===== config.mk =====
export PLATFORM = sky130hd
export DESIGN_NAME = obj_pos_ctrl
export DESIGN_NICKNAME = d
export VERILOG_FILES = /design/src/rtl/obj_pos_ctrl.sv
export SDC_FILE = /design/constraint.sdc
export NUM_CORES = 1
export LEC_CHECK = 0
export BUFFER_PORTS_ARGS = -buffer_cell sky130_fd_sc_hd__buf_2
export CAP_MARGIN = 10
export CORE_MARGIN = 4
export CORE_UTILIZATION = 50
export CTS_BUF_LIST = sky130_fd_sc_hd__clkbuf_4 sky130_fd_sc_hd__clkbuf_8
export DETAILED_ROUTE_END_ITERATION = 8
export GPL_ROUTABILITY_DRIVEN = 1
export PLACE_DENSITY = 0.84
export SYNTH_ARGS = -nofsm -noshare
export SYNTH_HDL_FRONTEND = slang
export SYNTH_SLANG_ARGS = --single-unit

===== constraint.sdc =====
create_clock -name clk -period 2.1 [get_ports clk]
set_clock_uncertainty 0.15 [all_clocks]
set_input_delay 0.21 -clock clk [delete_from_list [all_inputs] [get_ports clk]]
set_output_delay 0.21 -clock clk [all_outputs]
set_load 0.02 [all_outputs]

===== src/rtl/obj_pos_ctrl.sv =====
// Horizontal position register and HMOVE motion engine for one movable object.
// Handles reset strobes, motion register load/clear, stepped HMOVE and missile lock.
module obj_pos_ctrl #(
  parameter int RES_OFFSET  = 4,
  parameter int HBLANK_POS  = 3,
  parameter int LOCK_OFFSET = 5
) (
  input  logic       clk,
  input  logic       rst_n,
  input  logic       pix_ce,
  input  logic [7:0] pixel_num,
  input  logic       hblank,
  input  logic       res_stb,
  input  logic       hm_wr,
  input  logic [3:0] hm_data,
  input  logic       hmclr_stb,
  input  logic       hmove_stb,
  input  logic       lock,
  input  logic [7:0] ref_pos,
  output logic [7:0] obj_pos,
  output logic [3:0] hm_reg,
  output logic       busy
);

  typedef enum logic {S_IDLE, S_MOVE} state_t;

  state_t     state_q, state_d;
  logic [7:0] pos_q, pos_d;
  logic [3:0] hm_q, hm_d;
  logic [3:0] cnt_q, cnt_d;
  logic       dir_q, dir_d;

  // Reduce a value below 320 into 0..159.
  function automatic logic [7:0] wrap160(input logic [8:0] v);
    if (v >= 9'd160) return 8'(v - 9'd160);
    else             return v[7:0];
  endfunction

  function automatic logic [7:0] add_mod(input logic [7:0] base, input logic [8:0] ofs);
    return wrap160({1'b0, wrap160({1'b0, base})} + ofs);
  endfunction

  // dir=0 (positive motion) moves left, i.e. decrements.
  function automatic logic [7:0] step_pos(input logic [7:0] p, input logic d);
    if (d) return (p == 8'd159) ? 8'd0 : p + 8'd1;
    else   return (p == 8'd0) ? 8'd159 : p - 8'd1;
  endfunction

  function automatic logic [3:0] mag(input logic [3:0] m);
    return m[3] ? (~m + 4'd1) : m;
  endfunction

  always_comb begin
    state_d = state_q;
    pos_d   = pos_q;
    hm_d    = hm_q;
    cnt_d   = cnt_q;
    dir_d   = dir_q;

    if (hm_wr)          hm_d = hm_data;
    else if (hmclr_stb) hm_d = 4'd0;

    if (lock) begin
      pos_d   = add_mod(ref_pos, 9'(LOCK_OFFSET));
      state_d = S_IDLE;
      cnt_d   = 4'd0;
    end else if (res_stb) begin
      pos_d   = hblank ? 8'(HBLANK_POS) : add_mod(pixel_num, 9'(RES_OFFSET));
      state_d = S_IDLE;
      cnt_d   = 4'd0;
    end else if (hmove_stb) begin
      // Restart uses the registered motion value, not a same-cycle write.
      if (hm_q != 4'd0) begin
        state_d = S_MOVE;
        cnt_d   = mag(hm_q);
        dir_d   = hm_q[3];
      end else begin
        state_d = S_IDLE;
        cnt_d   = 4'd0;
      end
    end else if (state_q == S_MOVE && pix_ce) begin
      pos_d = step_pos(pos_q, dir_q);
      cnt_d = cnt_q - 4'd1;
      if (cnt_q == 4'd1) state_d = S_IDLE;
    end
  end

  always_ff @(posedge clk or negedge rst_n) begin
    if (!rst_n) begin
      state_q <= S_IDLE;
      pos_q   <= 8'd0;
      hm_q    <= 4'd0;
      cnt_q   <= 4'd0;
      dir_q   <= 1'b0;
    end else begin
      state_q <= state_d;
      pos_q   <= pos_d;
      hm_q    <= hm_d;
      cnt_q   <= cnt_d;
      dir_q   <= dir_d;
    end
  end

  assign obj_pos = pos_q;
  assign hm_reg  = hm_q;
  assign busy    = (state_q == S_MOVE);

endmodule


== Word level (Yosys, flattened, before mapping) ==
Index checks and enable logic that the tools add are counted.

* Bits in writable memories: 0
* Memories kept: 0
* Logic and storage cells: 64
* Output and inout bits: 13
* Memory bits (read-only): 0
* Latch bits: 0
* Register bits after elaboration: 18

* Shift operators: 0
* Div/mod/pow operators: 0
* Add/sub/neg operators: 10
* Mux-type cells: 29
* Eq/ne operators: 3
* Reduce and logical (&&, ||, !) cells: 10
* Bitwise gates (word level): 3
* Magnitude comparators: 4
* $mul: 0

{| class="wikitable"
|+ Operators by type and width
! cell !! count
|-
| 8-bit two-way mux || 15
|-
| 4-bit two-way mux || 8
|-
| 8-bit subtractor, second input constant || 4
|-
| 8-bit by 3-bit adder with 9-bit output, second input constant || 2
|-
| 9-bit by 8-bit greater-or-equal comparator with 1-bit output, second input constant || 2
|-
| 8-bit greater-or-equal comparator, second input constant || 2
|-
| 4-bit nonzero test || 3
|-
| 8-bit by 1-bit adder with 8-bit output, second input constant || 1
|-
| 8-bit equality test, second input constant || 1
|-
| 8-bit logical NOT || 1
|-
| 8-bit by 1-bit subtractor with 8-bit output, second input constant || 1
|-
| 1-bit two-way mux || 6
|-
| 4-bit by 1-bit adder with 4-bit output, second input constant || 1
|-
| 4-bit by 1-bit equality test with 1-bit output, second input constant || 1
|-
| 4-bit NOT || 1
|-
| 2-bit AND reduction || 2
|-
| 4-bit AND reduction || 1
|-
| 4-bit by 1-bit subtractor with 4-bit output, second input constant || 1
|-
| 3-bit by 2-bit != test with 1-bit output, second input constant || 1
|-
| 3-bit nonzero test || 1
|-
| 1-bit NOT || 2
|-
| 2-bit nonzero test || 1
|-
| 1-bit logical AND || 1
|}

== Depth between registers and ports, before layout ==
Gate-level depths: netlist (run 1).

* Depth in word-level cells: 10
* Depth in mapped cells: 12
* Mapped depth without buffers: 12

== Worst setup path before layout (run 1) ==
Ideal clock, no wire load.

* Kind: reg2reg
* Start point: register pos_q[1] (netlist: obj_pos[1])
* End point: register pos_q[3] (netlist: obj_pos[3])
* Path slack: -0.393 ns
* Arrival: 2.210 ns
* Stages on the path, launching flop included: 9
* Cells stage by stage: dfrtp_1 > ha_1 > and4_4 > nand3_4 > a311oi_2 > a21oi_1 > or4_1 > a222oi_1 > a21oi_1

* Cells in the longest elaborated chain, start to end: 7

{| class="wikitable"
|+ RTL lines
! element !! RTL line !! source
|-
| start: declaration || 28 || <nowiki>logic [7:0] pos_q, pos_d;</nowiki>
|-
| start signal: assignment || 97 || <nowiki>pos_q <= pos_d;</nowiki>
|-
| 8-bit by 1-bit subtractor with 8-bit output (tied with other cells) || 46 || <nowiki>else return (p == 8'd0) ? 8'd159 : p - 8'd1;</nowiki>
|-
| 8-bit two-way mux, on equally long branches || 46, 45 ||
|-
| 8-bit two-way mux * || 45 || <nowiki>if (d) return (p == 8'd159) ? 8'd0 : p + 8'd1;</nowiki>
|-
| 8-bit two-way mux * || 81 || <nowiki>end else if (state_q == S_MOVE && pix_ce) begin</nowiki>
|-
| 8-bit two-way mux * || 71 || <nowiki>end else if (hmove_stb) begin</nowiki>
|-
| 8-bit two-way mux * || 67 || <nowiki>end else if (res_stb) begin</nowiki>
|-
| 8-bit two-way mux * || 63 || <nowiki>if (lock) begin</nowiki>
|}

Every way passes the cells marked *; elsewhere a longest branch is shown, timed or not. The select of a mux whose other input is x is not followed.
A chain may end at the register's enable or synchronous reset.

== Worst setup path after layout (run 1) ==
Same ends and word-level chain as after synthesis.

==> flow_summary_export.csv, run 1 <==
group,metric,value,unit
detailed_routing,wl_per_cell,14.83,um
grt,grt_pass1_wl,10410,um
grt,grt_max_degree,19,
detailed_routing,drtIter0Drc,142,
layout,fin_util,70.15,%
hold_path,hold_depth,3,
power_and_ir_drop,vdd_drop_max,0.2802,mV
layout,fin_cells,414,
grt,grt_overflow,0,
sta,setup_viol,1,
logic_synthesis,ys_warn_count,0,
die,rows,23,
detailed_routing,antenna_left,0,
sta,drv_slew,0,
critical_path,setup.worst_path.end,"obj_pos[3]",
power_and_ir_drop,p_leak,1.283,nW
detailed_routing,post_drt_via_cell_ratio,5.717,
critical_path,crit_fanout,3,
critical_path,r2r_setup_slack,-0.08,ns
place,io_buffers,41,
critical_path,critPathLaunch,"obj_pos[1]",
logic_synthesis,synth_seq_cells,18,
layout,antenna_cells,0,
logic_synthesis,netlist_area,2135,um2
clock_network,numClockSinks,18,
place,gp_congestion,0.9274,
logic_synthesis,synth_seq_area_share,21.10,%
sta,worst_slack,-0.08082,ns
logic_synthesis,yosys.area.top_type,"dfrtp_1",
place,dp_hpwl,5023,um
layout,drive_gt1_share,32.97,%
logic_synthesis,synth_top_area_share,21.10,%
status,status,"complete, but fails checks",
status,violations,"negative setup slack",
layout,areaGrowthSynthToFinish,33.35,%
place,dp.cells,409,
grt,antenna_found_initial,0,
die,pin_count,42,
critical_path,worstSetupPathType,"register to register",
detailed_routing,drc,0,
power_and_ir_drop,power_density,501.3,nW/um2
logic_synthesis,synth_cell_types,62,
clock_network,cts_setup_buffers,0,
die,dieWidth,73.34,um
detailed_routing,vias,2367,
critical_path,worstSetupStartpointType,"register",
sta,rsz0062_at_grt,"yes",
die,die_y,73.34,um
die,coreArea,4058,um2
clock_network,cts_tree,"yes",
critical_path,r2r_start,"obj_pos[1]",
place,pre_cts_slack,-0.2308,ns
sta,post-route-period-util,103.8,%
critical_path,r2r-end,"obj_pos[3]",
detailed_routing,drt_wl_total,6141,um
sta,fin_setup_tns,-0.08082,ns
layout,final_common_cell,"buf_4",
hold_path,hold_class,"primary input to register",
layout,mostFrequentLayoutCells,"buf_4, buf_2, nand2_1, nor2_1, o21ai_0",
grt,track_usage,24.23,%
grt,grt_pass1_vias,2348,
sta,report.final.hold_viol_count,0,
layout,largest_register_ffs,8,
sta,holdWs,0.005023,ns
logic_synthesis,synth_ff_type,"dfrtp_1",
clock_network,numCtsBuffers,3,
clock_network,clk_pin_slew,0.07,ns
layout,nets,410,
run,max_cap_violations,0,
critical_path,arrival,2.17,ns
clock_network,root_buffer,"clkbuf_8",
clock_network,htree_levels,1,
sta,worstMarginPinSlew,0.5596,ns
sta,slew_headroom,62.61,%
critical_path,r2r_cells,8,
logic_synthesis,async_flop_share,100.0,%
logic_synthesis,synth_edf_count,0,
die,die_area,5379,um2
logic_synthesis,synth.area.top_cells,"dfrtp_1, ha_1, o21ai_0",
detailed_routing,dr.pass1.iters,5,
logic_synthesis,synthesis.nets,323,
logic_synthesis,netlist_instances,278,
critical_path,cp.required,2.09,ns
clock_network,clock_latency,0.26,ns
clock_network,clock_path_buffers,2,
sta,timing.fmax,0.4585,GHz
die,floorplan.initialDensity,52.61,%
sta,min_period,2.181,ns
critical_path,end_kind,"register",
logic_synthesis,syn_avg_cell_area,7.678,um2
## worst min path at each step
stage,to,slack (ns),from
2_1_floorplan,busy,-0.24,rst_n
3_3_place_gp,hm_reg[0],-0.001,rst_n
5_1_grt,hm_reg[1],0.02,hmclr_stb
6_report,hm_reg[3],0.005,hm_data[3]
3_5_place_dp,hm_reg[0],0.005,rst_n
4_1_cts,hm_reg[1],0.005,hmclr_stb
## critical path, cell delays in order (launching register included)
cell,delay (ns)
dfrtp_2,0.39
ha_4,0.13
and4_4,0.24
nand3_4,0.08
a311oi_2,0.20
a21oi_1,0.06
or4_1,0.43
a222oi_1,0.30
a21oi_1,0.07
## cell families (layout without fill, tap and decap cells)
logic type	count (synthesis)	in the layout	synth area share (%)
flip-flops	18	18	21.10
AO/OA/AOI/OAI	86	86	27.20
adder cells (fa/ha/maj)	16	16	9.379
buffers and inverters	31	117	6.799
AND/OR/NAND/NOR	106	106	26.44
multiplexers	5	5	2.520
XOR/XNOR	16	16	6.565
## metrics by stage
stage,cell area (um2),power [W]
after floorplan,2167,0.0008477
after global placement,2744,0.001096
after detailed placement,2744,0.001119
after CTS,2813,0.001406
after global routing,2846,0.001524
final,2846,0.001427
## power by group
| part | switching [W] | internal (W) | total, W |
|---|---|---|---|
| registers | 0.0000437 | 0.000383 | 0.000427 |
| clock network | 0.000120 | 0.000167 | 0.000287 |
| logic | 0.000394 | 0.000319 | 0.000712 |
## cell type report
| cell class | instances | area (um2) |
|---|---|---|
| Multi-Input combinational cell | 229 | 1607 |
| Fill cell | 322 | 1211 |
| Timing Repair Buffer | 92 | 590.6 |
| Sequential cell | 18 | 452.9 |
| Inverter | 21 | 78.83 |
| Tap cell | 50 | 62.56 |
| Clock buffer | 4 | 55.05 |
## per-layer routing
| layer | wire [um] | GRT usage (%) |
|---|---|---|
| met1 | 2629 | 30.24 |
| met2 | 3103 | 43.50 |
| met3 | 286 | 2.052 |
| met4 | 121 | 8.249 |
| met5 | 0 | 0 |
## synth_stat cells, types with 2 or more instances
cell	n
nor2b_1	4
ha_1	16
nand2_1	26
o21ai_0	23
xnor2_1	12
buf_4	3
clkbuf_1	2
nand4_1	5
o221ai_1	4
o211ai_1	2
or2_2	2
nor2_1	27
nor4_1	4
nand3_1	9
mux2i_1	4
a21oi_1	18
o21bai_1	2
and2_1	2
nand2b_1	4
xor2_1	4
nand3b_1	6
o21a_1	4
dfrtp_1	18
o31ai_1	2
buf_6	2
a211oi_1	5
o31a_1	2
o311ai_0	2
a21o_1	3
inv_1	21
a31oi_1	2
a311oi_1	2
nor3_1	6
nor3b_1	2
## what timing repair did
item | in CTS | in global routing
hold buffers | 1 | 0
pin swaps | 2 | 2
endpoints found under the setup margin | 2 | 6
gates resized for setup | 2 | 13
gates cloned | 0 | 0
endpoints found under the hold margin | 18 | 0
(Power assumes the default switching activity.)
==> run 2: changes to the inputs <==
--- a/config.mk
+++ b/config.mk
@@ -7,12 +7,14 @@
 export LEC_CHECK = 0
 export BUFFER_PORTS_ARGS = -buffer_cell sky130_fd_sc_hd__buf_2
 export CAP_MARGIN = 10
+export CELL_PAD_IN_SITES_DETAIL_PLACEMENT = 0
+export CELL_PAD_IN_SITES_GLOBAL_PLACEMENT = 2
 export CORE_MARGIN = 4
-export CORE_UTILIZATION = 50
+export CORE_UTILIZATION = 30
 export CTS_BUF_LIST = sky130_fd_sc_hd__clkbuf_4 sky130_fd_sc_hd__clkbuf_8
 export DETAILED_ROUTE_END_ITERATION = 8
 export GPL_ROUTABILITY_DRIVEN = 1
-export PLACE_DENSITY = 0.84
+export PLACE_DENSITY = 0.88
 export SYNTH_ARGS = -nofsm -noshare
 export SYNTH_HDL_FRONTEND = slang
 export SYNTH_SLANG_ARGS = --single-unit
==> flow_summary_export.csv, run 2 (same netlist as run 1, synthesis figures left out) <==
group,metric,value,unit
sta,rsz0062_at_grt,"yes",
sta,worst_slack,-0.1540,ns
grt,grt_pass1_wl,10340,um
power_and_ir_drop,power.switching,0.0005495,W
die,coreArea,6869,um2
detailed_routing,vias,2329,
die,rows,30,
critical_path,end_kind,"register",
grt,track_usage,14.46,%
power_and_ir_drop,p_int,0.0008950,W
grt,antenna_found_initial,0,
critical_path,worstSetupPathType,"register to register",
detailed_routing,drc,0,
sta,post-route-period-util,107.3,%
place,io_buffers,41,
critical_path,arrival,2.23,ns
clock_network,numClockSinks,18,
place,gp_congestion,0.8082,
clock_network,htree_levels,1,
clock_network,numCtsBuffers,3,
detailed_routing,drtIter0Drc,106,
critical_path,crit_fanout,4,
layout,final_common_cell,"buf_4",
layout,stdcell_area,3004,um2
clock_network,cts_setup_buffers,0,
grt,grt_overflow,0,
critical_path,worstSetupStartpointType,"register",
status,status,"complete, but fails checks",
power_and_ir_drop,vdd_drop_max,0.2291,mV
detailed_routing,wl_per_cell,13.22,um
layout,fin_util,43.73,%
die,floorplan.initialDensity,31.07,%
hold_path,hold_depth,3,
power_and_ir_drop,swShare,38.04,%
hold_path,hold_class,"primary input to register",
layout,drive_gt1_share,34.58,%
detailed_routing,dr.pass1.iters,4,
place,dpl-instance-area,2869,um2
sta,report.final.hold_viol_count,0,
power_and_ir_drop,pwr-share-seq,29.6,%
critical_path,path_cells,"ha_4 -> and4_4 -> nand3_4 -> a311oi_2 -> a21oi_1 -> or4_4 -> a222oi_1 -> a21oi_1",
power_and_ir_drop,clockPowerShare,19.1,%
power_and_ir_drop,total_power,0.001445,W
critical_path,crit_path_frequent_cell,"a21oi_1",
clock_network,root_buffer,"clkbuf_8",
sta,timing.fmax,0.4437,GHz
sta,slew_headroom,64.48,%
sta,holdWs,0.02121,ns
die,die_y,92.35,um
layout,largest_register_ffs,8,
critical_path,r2r_cells,8,
layout,nets,419,
clock_network,clk_pin_slew,0.07,ns
run,max_cap_violations,0,
die,pin_count,42,
critical_path,slowest_delay,0.49,ns
sta,drv_slew,0,
sta,setup_viol,1,
critical_path,slowest_stage,"or4_4",
grt,grt_max_degree,19,
layout,mostFrequentLayoutCells,"buf_4, buf_2, nand2_1, nor2_1, inv_1",
detailed_routing,drt_wl_total,6200,um
detailed_routing,antenna_left,0,
detailed_routing,post_drt_via_cell_ratio,4.966,
clock_network,cts_tree,"yes",
sta,min_period,2.254,ns
critical_path,cp.required,2.07,ns
power_and_ir_drop,power_density,480.8,nW/um2
status,violations,"negative setup slack",
place,dp_hpwl,5101,um
sta,worstMarginPinSlew,0.5308,ns
grt,grt_pass1_vias,2255,
power_and_ir_drop,p_leak,1.335,nW
layout,areaGrowthSynthToFinish,40.74,%
clock_network,clock_path_buffers,2,
die,dieWidth,92.35,um
power_and_ir_drop,p_comb_share,51.4,%
layout,antenna_cells,0,
clock_network,clock_latency,0.25,ns
die,die_area,8529,um2
## run 2: cell types whose count changed in the layout (fill, tap and decap cells not counted), moves of 2 or more
cell     before  now
inv_1        18   21
a21oi_2       3    1
inv_2         3    0
buf_4        50   59
## run 2: power groups by stage
stage	clock, W	combinational, W	sequential (W)
detailed placement	0	0.000707	0.000433
floorplan	0	0.000384	0.000464
CTS	0.000285	0.000719	0.000427
global route	0.000299	0.000824	0.000432
global placement	0	0.000702	0.000431
finish	0.000275	0.000742	0.000427
## run 2: final timing paths
kind / start / to / slack (ns)
worst max-delay path: obj_pos[1] / obj_pos[3] / -0.15
max in group asynchronous: rst_n / obj_pos[1] / 1.20
min in group asynchronous: rst_n / dir_q / 0.28
worst max register to register: obj_pos[1] / obj_pos[3] / -0.15
worst min-delay path: hm_data[0] / hm_reg[0] / 0.02
worst min register to register: hm_reg[0] / cnt_q[3] / 0.44
## run 2: per-stage QoR
stage / setup WS [ns] / cells / TNS (ns)
final: -0.1540 / 469 / -0.1540
after global routing: -0.2725 / 469 / -0.3220
after CTS: -0.1709 / 469 / -0.1709
after detailed placement: -0.2442 / 464 / -0.7679
after global placement: -0.1883 / 464 / -0.4832
after floorplan: -0.1866 / 278 / -0.1866
## run 2: area by class of cell
cell class / count / area, um2
well taps: 96 / 120.1
clock buffers: 4 / 55.05
inverters: 21 / 78.83
flip-flops and latches: 18 / 452.9
fillers: 714 / 3865
multi-input cells: 229 / 1639
repair buffers: 101 / 658.1
## run 2: worst max-delay path: cells and delay by family (launching register included)
kind            cells  cell delay (ns)
simple gates        3             0.79
flops               1             0.39
fa+ha+maj           1             0.14
compound gates      4             0.67
## run 2: routing by layer
layer	part of all wire [%]	track usage, %	up-vias	wire length, um
li1	-	-	1211	-
met4	1.2	4.208	0	75
met1	47	19.11	1075	2909
met5	0	0	-	0
met3	2.9	0.4874	6	177
met2	49	25.56	37	3038
## run 2: what timing repair did
item,4_1_cts,5_1_grt
resized for setup,3,17
pin swaps,3,5
setup endpoints to repair,2,4
hold buffers,1,0
endpoints found under the hold margin,18,0
